## src/rtl/bit_deserializer.sv

```systemverilog
// Serial-to-parallel word assembler with a one-word output register, valid/ready handoff and a sticky drop flag.
// Latency: a word is on data_out one cycle after its last bit is sampled. When the consumer stalls, a word that completes while one is still held is dropped and raises overflow.
module bit_deserializer #(
  parameter int WIDTH     = 8,
  parameter int MSB_FIRST = 1
) (
  input  logic                       clk,
  input  logic                       rst,
  input  logic                       bit_in,
  input  logic                       bit_en,
  output logic [WIDTH-1:0]           data_out,
  output logic                       data_valid,
  input  logic                       data_ready,
  output logic                       overflow,
  input  logic                       clr_ovf,
  output logic                       busy,
  output logic [$clog2(WIDTH+1)-1:0] bit_cnt
);

  localparam int CW = $clog2(WIDTH+1);

  typedef enum logic {IDLE, SHIFT} state_t;

  state_t           state;
  logic [WIDTH-1:0] sr;
  logic [WIDTH-1:0] sr_nxt;
  logic             last;
  logic             drop;

  // The first accepted bit is walked toward the chosen end of the word.
  always_comb begin
    sr_nxt = sr;
    if (MSB_FIRST != 0) sr_nxt = {sr[WIDTH-2:0], bit_in};
    else                sr_nxt = {bit_in, sr[WIDTH-1:1]};
  end

  assign last = bit_en && (bit_cnt == CW'(WIDTH-1));
  assign drop = last && data_valid && !data_ready;
  assign busy = (state == SHIFT);

  always_ff @(posedge clk) begin
    if (rst) begin
      state      <= IDLE;
      sr         <= '0;
      bit_cnt    <= '0;
      data_out   <= '0;
      data_valid <= 1'b0;
      overflow   <= 1'b0;
    end else begin
      if (bit_en) begin
        if (last) begin
          state   <= IDLE;
          sr      <= '0;
          bit_cnt <= '0;
        end else begin
          state   <= SHIFT;
          sr      <= sr_nxt;
          bit_cnt <= bit_cnt + CW'(1);
        end
      end

      // A completing word may replace the held one only if that one leaves on this edge.
      if (last && (!data_valid || data_ready)) begin
        data_out   <= sr_nxt;
        data_valid <= 1'b1;
      end else if (data_valid && data_ready) begin
        data_valid <= 1'b0;
      end

      if (drop)         overflow <= 1'b1;
      else if (clr_ovf) overflow <= 1'b0;
    end
  end

endmodule

```

## config.mk

```make
export PLATFORM = sky130hd
export DESIGN_NAME = bit_deserializer
export DESIGN_NICKNAME = d
export VERILOG_FILES = /design/src/rtl/bit_deserializer.sv
export SDC_FILE = /design/constraint.sdc
export NUM_CORES = 1
export LEC_CHECK = 0
export ABC_AREA = 1
export CAP_MARGIN = 20
export CORE_UTILIZATION = 52
export DETAILED_ROUTE_END_ITERATION = 16
export PLACE_DENSITY = 0.82
export RECOVER_POWER = 100
export SYNTH_ARGS = -nofsm -noshare
export SYNTH_HDL_FRONTEND = slang
export SYNTH_SLANG_ARGS = --single-unit
```

## constraint.sdc

```tcl
create_clock -name clk -period 2.2 [get_ports clk]
set_input_delay 0.44 -clock clk [delete_from_list [all_inputs] [get_ports clk]]
set_output_delay 0.44 -clock clk [all_outputs]
set_load 0.03 [all_outputs]
```

# --- Yosys cells after proc, flatten, opt, wreduce, memory -nomap -nowiden ---
# Index checks and enable logic that the tools add are counted.
word_totals:
  out_inout_bits: 15
  reg_bits: 22
  in_bits: 6
  word_cells: 25
classes:
  reduce_logical: 10
  n_eq_ne: 1
  mux: 7
  n_addsub: 1
ops:
  columns: ["operator", "count"]
  rows:
  - ["2-to-1 mux 7 bit", 1]
  - ["logical AND 1 bit", 5]
  - ["2-to-1 mux 1 bit", 5]
  - ["adder 4 x 1 -> 4 bit (second input constant)", 1]
  - ["equality test 4 x 3 -> 1 bit (second input constant)", 1]
  - ["2-to-1 mux 4 bit", 1]
  - ["nonzero test 2 bit", 2]
  - ["zero test 1 bit", 2]
  - ["logical OR 1 bit", 1]

# --- Longest topological paths before layout ---
logic_depth:
  ltp_word: 5
  ltp_mapped: 7
  depth_no_buf: 7

# --- Worst setup path before layout ---
# Ideal clock, no wire load.
synth_timing:
  kind: "register to register"
  from: "register bit_cnt[0]"
  to: "register data_out[0]"
  n_path_buf: 0
  setup_slack_ns: 0.825
  arrival_ns: 1.265
  setup_time_ns: 0.110
  synth_period_minus_slack_ns: 1.375
  required_time_ns: 2.090
  path_stages_with_launch: 7
  path_cell_list: "dfxtp_1 -> ha_1 -> nand2_1 -> nor2_4 -> nand3_1 -> nand2_1 -> nor2_1"
synth_between:
  elab_chain_len: 3
synth_rtl:
  columns: ["item", "line", "text"]
  rows:
  - ["start, declared", "17", "output logic [$clog2(WIDTH+1)-1:0] bit_cnt"]
  - ["start signal, assigned", "58", "bit_cnt <= bit_cnt + CW'(1);"]
  - ["equality test 4 x 3 -> 1 bit", "37", "assign last = bit_en && (bit_cnt == CW'(WIDTH-1));"]
  - ["logical AND 1 bit", "37", null]
  - ["logical AND 1 bit", "63", "if (last && (!data_valid || data_ready)) begin"]
  - ["end signal, assigned", "64", "data_out <= sr_nxt;"]
  - ["end, declared", "11", "output logic [WIDTH-1:0] data_out,"]
# No other way between the ends.
# A chain may end at the register's enable or synchronous reset.

# --- Worst setup path after layout ---
layout_timing:
  from: "register bit_cnt[2]"
  to: "output bit_cnt[2]"
# No word-level cell between the ends.

==> results.ini <==
[status]
status = finished, final reports clean

[logic_synthesis]
synth_nets = 148
synthAdderAreaFrac_pct = 1.29
ys_seq_area_share_pct = 45.4
synth_cells = 141
synthXorXnorAreaFrac_pct = 0
ys_warn_count = 0
synth.area.mux_share_pct = 0
yosys.area_share.simple_pct = 31.7
synth_compound_area_share_pct = 7.22
ys_ff_latch = 22
syn_area_um2 = 971
synth.avg_cell_area_um2 = 6.89
synth_top_family_by_area = simple AND/OR/NAND/NOR gates
synthDistinctLibCells = 15

[global_route]
grt_first_pass_wirelength_mm = 2.92
grt_pass1_vias = 719
grt_usage_pct = 20.2
overflow = 0
antenna_found_initial = 0
grt_max_degree = 13

[place]
placed_cell_area_um2 = 1200
portBuffers = 20
gp_congestion = 0.843
place_ws_ns = 0.514
dp_hpwl_mm = 1.36
dp.cells = 184

[drt]
drt-pass1-iter-count = 4
drc = 0
drt-initial-drc-count = 14
wl_mm = 1.86
vias_per_cell = 4.72
avgRoutedWirePerCell_um = 9.88
drtAntennaViolNets = 0
num_vias = 888

[clock_tree]
post_cts_buffers = 0
numCtsBuffers = 3
clk_pin_slew_worst_paths_ns = 0.12
hold_buffers = 0
cts_resized = 0
cts_tree = built
clock_latency_ns = 0.31
clk_path_buf_depth = 2
htree_num_levels = 1
cts_root_buffer = clkbuf_4
clock_sinks = 22

[layout]
mostFrequentLayoutCells = nand2_1 (33), inv_1 (29), dfxtp_1 (22), dlygate4sd3_1 (18), nor2_1 (16)
drive_gt1_share_pct = 6.13
area_growth_pct = 25.9
nets = 171
final_cells = 188
final_common_cell = nand2_1
multi_input_area_um2 = 383
seq_area_um2 = 440
antenna_cells = 0
post-route-util_pct = 70.0
fillers = 157
fin_area_um2 = 1220

[worst_setup_path]
required_ns = 1.76
worstSetupStartpoint = bit_cnt[2]
cp_slowest_stage_delay_ns = 0.77
path_cells = dlygate4sd3_1
crit_type = reg -> out
cp_num_buf_inv = 1
crit_family = buffers and inverters
critPathLaunchType = flop
rrSetupSlack_ns = 0.66
r2r_start = bit_cnt[0]
cp_max_fo = 5
cp-end-kind = output pin
rr_worst_depth = 6
reg2reg_to = bit_cnt[3]
worstPathArrival_ns = 1.52
critPathSlowestCell = dlygate4sd3_1

[hold_path]
whs_endpoint = overflow
holdPathStages = 2
hold_class = reg -> reg
hold_path.startpoint = overflow

[timing]
slew-limit-headroom_pct = 67.9
finalHoldViolCount = 0
finalSetupTns_ns = 0
finalClockSkew_ns = 0.00427
min_period_ns = 1.96
fmax_ghz = 0.510
tightest_slew_ns = 0.482
slew_viol_final = 0
timing.hold.ws_ns = 0.471
rsz0062_at_grt = false
finalSetupViolCount = 0
setup_ws_ns = 0.239
finalCritPeriodShare_pct = 89.1

[floorplanning]
die-height_um = 45.2
design.core.area_um2 = 1750
initial_utilization_pct = 55.6
dieArea_um2 = 2040
fp.dieW_um = 45.2
ios = 21
num_rows = 15

[pwr]
p_per_area_nw_per_um2 = 570
p_total_uw = 697
p_leak_nw = 0.544
worst_ir_drop_vdd_v = 0.000387

[flow_run]
maxCapViolCount = 0

cells in the mapped netlist:
master | n | area [µm²]
o21ai_0 | 3 | 15.0
a21oi_1 | 11 | 55.1
nand3b_1 | 1 | 7.51
dfxtp_1 | 22 | 440
nor2_2 | 1 | 6.26
nand3_2 | 1 | 10.0
buf_2 | 4 | 20.0
nand3_1 | 15 | 75.1
nand2_1 | 33 | 124
ha_1 | 1 | 12.5
nand3_4 | 1 | 17.5
nor2_4 | 1 | 11.3
inv_2 | 3 | 11.3
nor2_1 | 15 | 56.3
inv_1 | 29 | 109
state kept, by name, indices dropped and copies added, names as in the netlist:
name / cells
data_valid: 1
sr: 7
data_out: 8
overflow: 1
busy: 1
bit_cnt: 4
worst max path at each step:
stage	slack (ns)	end	cells past startpoint
4_1_cts	0.30	bit_cnt[2]	1
5_1_grt	0.20	bit_cnt[2]	1
3_5_place_dp	0.51	data_out[6]	7
3_3_place_gp	0.56	data_out[6]	7
6_report	0.24	bit_cnt[2]	1
2_1_floorplan	0.82	data_out[0]	6
per-layer routing:
metal | wire length [µm] | track usage [%]
met4 | 45 | 12.7
met3 | 77 | 2.40
met1 | 838 | 25.6
met5 | 0 | 0
met2 | 896 | 32.5
layout make-up:
cell class / instances / share of cell area [%]
Clock buffer: 4 / 2.97
Inverter: 32 / 9.83
Multi-Input combinational cell: 83 / 31.3
Sequential cell: 22 / 36.0
Tap cell: 25 / 2.56
Timing Repair Buffer: 22 / 17.3
kinds of logic after synthesis:
group                      after synthesis
adders and majority gates                1
buffers and inverters                   36
DFF                                     22
AOI/OAI and AO/OA                       14
and+or+nand+nor                         68
where the power goes:
| part | internal (mW) | switching, mW | total (mW) |
|---|---|---|---|
| Combinational | 0.0242 | 0.0368 | 0.0610 |
| Sequential | 0.406 | 0.00597 | 0.411 |
| Clock | 0.101 | 0.123 | 0.224 |
(Power assumes the default switching activity.)
